**config.mk**
```make
export PLATFORM = sky130hd
export DESIGN_NAME = fp_result_out_ctrl
export DESIGN_NICKNAME = d
export VERILOG_FILES = /design/src/rtl/fp_result_out_ctrl.sv
export SDC_FILE = /design/constraint.sdc
export NUM_CORES = 1
export LEC_CHECK = 0
export CORE_ASPECT_RATIO = 1.25
export CORE_MARGIN = 2
export CORE_UTILIZATION = 32
export DETAILED_ROUTE_END_ITERATION = 7
export MAX_ROUTING_LAYER = met4
export PLACE_DENSITY = 0.46
export SETUP_SLACK_MARGIN = 0.02
export SLEW_MARGIN = 5
export SYNTH_ARGS = -nofsm -noshare
export SYNTH_HDL_FRONTEND = slang
export SYNTH_SLANG_ARGS = --single-unit
```
**constraint.sdc**
```tcl
create_clock -name clk -period 2.6 [get_ports clk]
set_clock_uncertainty 0.05 [all_clocks]
set_input_delay 0.39 -clock clk [delete_from_list [all_inputs] [get_ports clk]]
set_output_delay 0.39 -clock clk [all_outputs]
set_load 0.05 [all_outputs]
```
**src/rtl/fp_result_out_ctrl.sv**
```systemverilog
// Output-side controller for the FP multiplier. It captures products, classifies them, and
// buffers them behind an output register that is presented on a valid/ready handshake.
module fp_result_out_ctrl #(
  parameter int EXP_W = 8,
  parameter int MAN_W = 23,
  parameter int DEPTH = 4,
  parameter int AW    = 2,
  localparam int W    = 1 + EXP_W + MAN_W
) (
  input  logic          clk,
  input  logic          reset,
  input  logic          mul_valid,
  input  logic [W-1:0]  mul_result,
  output logic          dout_valid,
  input  logic          dout_ready,
  output logic [W-1:0]  dout_data,
  output logic [3:0]    dout_flags,
  output logic          res_full,
  output logic [AW:0]   fifo_count,
  output logic          overflow,
  input  logic          ovf_clear,
  output logic [15:0]   delivered_cnt
);

  localparam logic [0:0]  EMPTY    = 1'b0;
  localparam logic [0:0]  HOLD     = 1'b1;
  localparam logic [AW:0] FULL_CNT = DEPTH[AW:0];

  // Flags are {nan, inf, zero, subnormal}. The sign bit does not affect the class.
  function automatic logic [3:0] classify(input logic [W-1:0] word);
    logic [EXP_W-1:0] e;
    logic [MAN_W-1:0] m;
    e = word[W-2 -: EXP_W];
    m = word[MAN_W-1:0];
    classify = {(&e) & (|m), (&e) & ~(|m), ~(|e) & ~(|m), ~(|e) & (|m)};
  endfunction

  logic [0:0]      state;
  logic [W+3:0]    mem [DEPTH];
  logic [AW-1:0]   wr_ptr, rd_ptr;
  logic [AW:0]     count_next;
  logic            pop, load_slot, fifo_rd, bypass, fifo_wr, drop;

  // Every load decision is made in one place, so the output register always holds the oldest word.
  always_comb begin
    pop        = (state == HOLD) && dout_ready;
    load_slot  = (state == EMPTY) || pop;
    fifo_rd    = load_slot && (fifo_count != '0);
    bypass     = load_slot && (fifo_count == '0) && mul_valid;
    drop       = mul_valid && !bypass && (fifo_count == FULL_CNT) && !fifo_rd;
    fifo_wr    = mul_valid && !bypass && !drop;
    count_next = fifo_count;
    if (fifo_wr && !fifo_rd)      count_next = fifo_count + 1'b1;
    else if (fifo_rd && !fifo_wr) count_next = fifo_count - 1'b1;
  end

  // NOTE: the storage array is not reset. The pointers and the count alone define which entries are valid.
  always_ff @(posedge clk) begin
    if (fifo_wr) mem[wr_ptr] <= {mul_result, classify(mul_result)};
  end

  always_ff @(posedge clk) begin
    if (reset) begin
      state         <= EMPTY;
      dout_data     <= '0;
      dout_flags    <= '0;
      wr_ptr        <= '0;
      rd_ptr        <= '0;
      fifo_count    <= '0;
      res_full      <= 1'b0;
      overflow      <= 1'b0;
      delivered_cnt <= '0;
    end else begin
      if (load_slot) begin
        if (fifo_rd) begin
          {dout_data, dout_flags} <= mem[rd_ptr];
          state                   <= HOLD;
        end else if (bypass) begin
          dout_data  <= mul_result;
          dout_flags <= classify(mul_result);
          state      <= HOLD;
        end else begin
          state <= EMPTY;
        end
      end
      if (fifo_wr) wr_ptr <= wr_ptr + 1'b1;
      if (fifo_rd) rd_ptr <= rd_ptr + 1'b1;
      fifo_count <= count_next;
      res_full   <= (count_next == FULL_CNT);
      if (drop)           overflow <= 1'b1;
      else if (ovf_clear) overflow <= 1'b0;
      if (pop) delivered_cnt <= delivered_cnt + 16'd1;
    end
  end

  assign dout_valid = (state == HOLD);

endmodule

```
==> key figures, run 1 <==
Route
  • Via density: 4.831
  • DRT Pass-1 Iters: 5
  • Mean routed wirelength per cell: 18.18 microns
  • Detailed-route via count: 4990
  • WL final: 18.78 mm
  • Initial DRC count: 325
  • Final antenna-violating net count: 0
  • # DRC: 0

Floorplan
  • Die W: 147.9 microns
  • I/O pins: 95
  • Die outline height: 183.8 microns
  • Core footprint: 25370 sq um
  • Starting Density: 32.62%
  • Die area: 27180 sq um
  • Row Count: 65

Logic synthesis
  • Top post-synthesis cells by area: edfxtp_1 52%, dfxtp_1 15%, mux4_2 9.8%, nand2_1 3.5%, a311oi_1 3.4%
  • Syn Area/Cell: 14.55 sq um
  • Post-synth top area share: 52.24%
  • FFs w/ async S/R, synth: 0%
  • Post-synthesis register bit count: 208
  • Post-synthesis cell area: 8278 sq um
  • Mapped Nets: 614
  • Post-synth top area cell: edfxtp_1
  • Gate Count Post-Synth: 569
  • Post-synth EDFFs: 144
  • Main synth FF type: edfxtp_1
  • Synth unique cells: 45
  • Syn. warnings: 0
  • Sequential area share after synthesis: 67.71%

Worst setup path
  • Critical Path Fanout Max: 11
  • Critical path's top delay family: buffers and inverters
  • WS Path Type: reg -> out
  • R2R Path Start: fifo_count[1]$_SDFF_PP0_
  • Worst EP arrival: 2.02 ns
  • Slowest library cell on the worst path: clkdlybuf4s50_1
  • Worst path depth: 1
  • Critical path cell sequence: clkdlybuf4s50_1
  • Max incr delay on CP: 0.90 ns
  • CP endpoint kind: output pin
  • Req. time, crit path: 2.16 ns
  • CP Launch Type: flop
  • Setup slack, reg-to-reg: 0.40 ns
  • Reg2reg path depth: 7
  • Worst r2r dst: dout_data[24]$_SDFFE_PP0P_
  • CP Buf/Inv Count: 1

STA
  • WHS: 0.2538 ns
  • Final slew viol count: 0
  • Slew margin rel.: 60.10%
  • Post-layout min period: 2.458 ns
  • RSZ-0062 raised after global routing: no
  • Final Cycle Share: 94.55%
  • TNS Setup: 0 ns
  • Final Hold Fails: 0
  • Max Fclk: 406.8 MHz
  • Setup violators final: 0
  • Worst Tran Pin Value: 0.5966 ns

Run
  • Max Cap Violations: 0

Global route
  • Gr usage total: 14.44%
  • GR Overflow Total: 0
  • Initial antenna violation count: 0
  • Vias in the first global route: 5161
  • First-pass GRT wire length: 29.41 mm
  • Pin count of the biggest net entering global routing: 73

Pwr
  • Max VDD drop: 477.7 uV
  • Pwr/cell area: 1001 nW/um^2
  • Lkg Pwr: 3.512 nW

Placement
  • Final HPWL DP: 11.98 mm
  • GPL Wtd Cong: 0.7897
  • I/O Buffers: 94

Cells and area
  • Post-route core utilization: 41.54%
  • Nets: 725
  • Layout fillers: 2371
  • Layout cells sized above 1: 16.19%
  • Area taken by multi-input logic gates: 2450 sq um
  • Most common cell after layout, fill and taps aside: edfxtp_1
  • Diodes inserted: 0
  • Sequential standard cell area: 5608 sq um
  • Area delta synth->final: 27.34%
  • Most frequent cells in the layout: 144 x edfxtp_1, 93 x clkdlybuf4s50_1, 78 x nand2_1

Clocking
  • CTS Buf Count: 24
  • CTS Root Cell: clkbuf_16
  • Htree depth: 1
  • CTS tree: yes
  • Clk_lat worst skew: 0.51 ns
  • CTS clk-pin slew, worst paths: 0.06 ns
  • Post-CTS sizing: 0
  • Setup Fix Bufs, Post-CTS: 0
  • Hold buffers post-CTS: 0
  • Max clock buf depth: 3
  • # clock sinks: 208

Worst hold path
  • Hold endpoint: fifo_count[0]$_SDFF_PP0_
  • Worst hold start: reset
  • Hold path cells: 2
  • HP Class: in -> reg

Status
  • Status: completed
[where the power goes]
part	total [W]	switching [W]	internal [W]	leakage [nW]
combinational	0.00309	0.00185	0.00125	1.30
clock	0.00330	0.00131	0.00198	0.377
sequential	0.00417	0.000207	0.00396	1.84
[Yosys cell counts, types with 2 or more instances]
cell type	instances
a311oi_1	32
nor3_1	5
o21ai_0	6
nand2b_1	2
mux4_2	36
xnor2_1	7
buf_6	5
edfxtp_1	144
dfxtp_1	64
and3_1	4
buf_4	7
a21oi_1	4
ha_1	8
nand4_1	9
and2_1	4
clkbuf_1	10
buf_2	10
a31oi_1	5
nand3_1	12
nand2_1	78
nor2_1	64
o221ai_1	2
buf_1	2
xor2_1	13
nor4_1	7
nor2b_1	2
inv_1	9
[worst max-delay path by stage]
| stage | from | end |
|---|---|---|
| final | fifo_count[2]$_SDFF_PP0_ | fifo_count[2] |
| after global routing | fifo_count[2]$_SDFF_PP0_ | fifo_count[2] |
| after CTS | fifo_count[2]$_SDFF_PP0_ | fifo_count[2] |
| after detailed placement | mul_result[3] | mem[3][3]$_DFFE_PP_ |
| after global placement | mul_result[3] | mem[0][3]$_DFFE_PP_ |
| after floorplan | fifo_count[0]$_SDFF_PP0_ | mem[0][0]$_DFFE_PP_ |
[flip-flops by register name, indices dropped and copies added, names as in the netlist, named ones only]
signal	cells
dout_valid	1
delivered_cnt	16
dout_data	32
res_full	1
mem	144
overflow	1
rd_ptr	2
dout_flags	4
wr_ptr	2
fifo_count	3
[area by class of cell]
type / count / share of cell area (%)
Clock inverter: 12 / 1.282
Timing Repair Buffer: 120 / 11.80
Inverter: 9 / 0.3205
Multi-Input combinational cell: 317 / 23.24
Sequential cell: 208 / 53.20
Clock buffer: 32 / 6.184
Tap cell: 335 / 3.976
[routing by layer]
layer  track usage (%)  wire [microns]  vias to the layer above
met5                 -               0                        -
met4             4.533             386                        0
met3             2.084             688                       27
met2             25.00            9649                       94
met1             17.51            8055                     2488
li1                  -               -                     2381
[through the flow]
step	cells	setup slack, ns	cell area (sq um)	power, W
6_report	1033	0.1417	10540	0.01056
5_1_grt	1033	0.04904	10540	0.01111
4_1_cts	1033	0.1168	10540	0.01074
3_5_place_dp	989	0.003512	9754	0.007405
3_3_place_gp	989	0.02888	9754	0.007373
2_1_floorplan	569	0.2015	8283	0.006397
[cell families (layout without fill, tap and decap cells)]
logic type      Yosys count  count (layout)  share of synthesized area [%]
simple gates            192             192                          10.08
mux                      37              37                          9.915
flops                   208             208                          67.71
compound gates           60              60                          6.031
xor+xnor                 20              20                          2.116
fa+ha+maj                 8               8                          1.209
buf+inv                  44             173                          2.932
Power figures use the tool's default switching activity.
==> run 2: changes to the inputs <==
CELL_PAD_IN_SITES_DETAIL_PLACEMENT = 1   (was default)
CELL_PAD_IN_SITES_GLOBAL_PLACEMENT = 1   (was default)
PLACE_DENSITY = 0.54   (was 0.46)
REMOVE_ABC_BUFFERS = 1   (was default)
SETUP_SLACK_MARGIN = default   (was 0.02)
==> run 2 against run 1 <==
  * Utilization is 0.51 points higher
  * Power is 4.0% higher
  * Non-clock buffer count is 7 higher
  * Register-to-register slack worse by 0.05 ns
  * Final cell count is 0.48% higher
  * Combinational power is 1% higher
  * Global-route usage is 1.1 points higher
  * Critical endpoint unchanged
  * Design area is 1.2% higher
  * Fmax is 1.7% lower
  * Die area stayed put
==> key figures, run 2 (synthesis results as in run 1) <==
Cells and area
  • Layout fillers: 2588 (+9.2%)
  • Area taken by multi-input logic gates: 2450 sq um (unchanged)
  • Area delta synth->final: 28.90%
  • Sequential standard cell area: 5608 sq um (unchanged)
  • Top flop regs: mem x144, dout_data x32, delivered_cnt x16
  • Most frequent cells in the layout: 144 x edfxtp_1, 93 x clkdlybuf4s50_1, 78 x nand2_1
  • Largest reg by FF count: mem
  • Diodes inserted: 0 (unchanged)
  • Layout cells sized above 1: 17.07% (+0.88 points)
  • Most common cell after layout, fill and taps aside: edfxtp_1
  • Largest register FFs: 144 (unchanged)
  • Nets: 731 (+0.83%)

Worst setup path
  • Critical Path Fanout Max: 11 (unchanged)
  • CP endpoint kind: output pin
  • Req. time, crit path: 2.16 ns (about the same)
  • Slowest library cell on the worst path: clkdlybuf4s50_1
  • CP Launch Type: flop
  • Worst EP arrival: 2.06 ns (+0.04 ns)
  • R2R Path Start: fifo_count[1]$_SDFF_PP0_
  • CP Buf/Inv Count: 1 (unchanged)
  • Max incr delay on CP: 0.90 ns (about the same)
  • WS Path Type: reg -> out
  • Critical path cell sequence: clkdlybuf4s50_1
  • Crit path from: fifo_count[2]$_SDFF_PP0_
  • Critical path's top delay family: buffers and inverters

Route
  • # DRC: 0 (unchanged)
  • Detailed-route via count: 5181 (+3.8%)
  • DRT Pass-1 Iters: 4 (-1)
  • Mean routed wirelength per cell: 19.41 microns (+6.7%)
  • Initial DRC count: 242 (-26%)
  • WL final: 20.15 mm (+7.3%)
  • Via density: 4.991 (+3.3%)
  • Final antenna-violating net count: 0 (unchanged)

STA
  • Final Hold Fails: 0 (unchanged)
  • Setup violators final: 0 (unchanged)
  • Max Fclk: 400.0 MHz (-1.7%)
  • TNS Setup: 0 ns (unchanged)
  • WHS: 0.2914 ns (+0.03753 ns)
  • Final slew viol count: 0 (unchanged)
  • Slew margin rel.: 60.95% (+0.85 points)
  • RSZ-0062 raised after global routing: no
  • Final Cycle Share: 96.16% (+1.6 points)
  • Worst Tran Pin Value: 0.5804 ns (-0.01619 ns)
  • Post-layout min period: 2.500 ns (+0.04176 ns)

Global route
  • GR Overflow Total: 0 (unchanged)
  • Pin count of the biggest net entering global routing: 59 (-19%)
  • First-pass GRT wire length: 32.04 mm (+8.9%)
  • Initial antenna violation count: 0 (unchanged)
  • Gr usage total: 15.55% (+1.1 points)
  • Vias in the first global route: 5629 (+9.1%)

Clocking
  • Hold buffers post-CTS: 0 (unchanged)
  • Max clock buf depth: 3 (unchanged)
  • CTS clk-pin slew, worst paths: 0.06 ns (about the same)
  • Htree depth: 1 (unchanged)
  • CTS Root Cell: clkbuf_16
  • Clk_lat worst skew: 0.50 ns (about the same)
  • Setup Fix Bufs, Post-CTS: 0 (unchanged)
  • CTS Buf Count: 23 (-4.2%)
  • Post-CTS sizing: 0 (unchanged)
  • # clock sinks: 208 (unchanged)
  • CTS tree: yes

Placement
  • GPL Wtd Cong: 0.7584 (-4.0%)
  • I/O Buffers: 94 (unchanged)
  • Final HPWL DP: 13.08 mm (+9.2%)

Pwr
  • Switching power: 0.003411 W (+1.3%)
  • Net switching share of the total power: 31.07% (-0.83 points)
  • Pwr/cell area: 1029 nW/um^2 (+2.7%)
  • Sequential power share: 38.5% (-1.0 points)
  • Lkg Pwr: 3.584 nW (+2.1%)
  • Gate power share: 28.5% (-0.8 points)
  • Proportion of power drawn by the clock network: 33.0% (+1.8 points)
  • Max VDD drop: 376.6 uV (-21%)
  • Pint: 0.007568 W (+5.3%)

Worst hold path
  • HP Class: in -> reg
  • Worst hold start: reset

Status
  • Status: completed

Floorplan
  • Die W: 147.9 microns (unchanged)
  • Die area: 27180 sq um (unchanged)
  • Starting Density: 32.62% (unchanged)
  • Die outline height: 183.8 microns (unchanged)
  • Row Count: 65 (unchanged)
  • I/O pins: 95 (unchanged)
  • Core footprint: 25370 sq um (unchanged)

Run
  • Max Cap Violations: 0 (unchanged)
-- run 2: changes by cell type in the layout (fill, tap and decap cells not counted) --
cell        previous run  this run
bufinv_16              2         7
clkbuf_16             25        23
clkinv_4               4         0
clkbuf_1               7         1
buf_12                 9        10
buf_4                 17        23
clkinvlp_4             2         1
clkinvlp_2             0         1
clkinv_1               1         5
inv_6                  0         1
-- run 2: worst paths after layout --
path | endpoint | slack, ns | cells after the start
min | dout_data[11]$_SDFFE_PP0P_ | 0.29 | 2
min reg2reg | overflow$_SDFFE_PP0P_ | 0.43 | 2
max | fifo_count[2] | 0.1 | 1
max reg2reg | dout_data[16]$_SDFFE_PP0P_ | 0.35 | 7
-- run 2: power groups by stage --
stage          clock (W)  combinational, W  sequential, W
3_5_place_dp           0           0.00319        0.00430
3_3_place_gp           0           0.00314        0.00428
5_1_grt          0.00384           0.00338        0.00428
6_report         0.00362           0.00313        0.00422
4_1_cts          0.00372           0.00321        0.00423
2_1_floorplan          0           0.00128        0.00496
-- run 2: metal layers --
metal	vias up	GRT usage [%]	routed length (microns)
met3	24	2.109	635
li1	2394	-	-
met1	2657	18.92	8858
met4	0	4.000	319
met2	106	27.40	10330
met5	-	-	0
-- run 2: layout make-up --
class	instances	share of cell area (%)
Tap cell	335	3.928
Clock inverter	18	2.545
Multi-Input combinational cell	317	22.96
Timing Repair Buffer	127	12.27
Inverter	9	0.3166
Clock buffer	24	5.429
Sequential cell	208	52.56
-- run 2: stage by stage --
stage / utilization, % / cells / instance area (sq um) / setup WS (ns) / total power [W]
2_1_floorplan: - / 534 / 8069 / -0.4525 / 0.006233
3_3_place_gp: 38.70 / 996 / 9819 / 0.09939 / 0.007424
3_5_place_dp: 38.70 / 996 / 9819 / 0.06906 / 0.007493
4_1_cts: 42.05 / 1038 / 10670 / 0.06983 / 0.01117
5_1_grt: 42.05 / 1038 / 10670 / 0.008912 / 0.01150
6_report: 42.05 / 1038 / 10670 / 0.09994 / 0.01098
-- run 2: worst reg2reg max path, cell delays in order (launching register included) --
cell and delay [ns]:
dfxtp_1 0.39, inv_1 0.14, ha_1 0.52, inv_1 0.22, o21ai_4 0.21, buf_4 0.23, nand2_1 0.08, a311oi_1 0.31
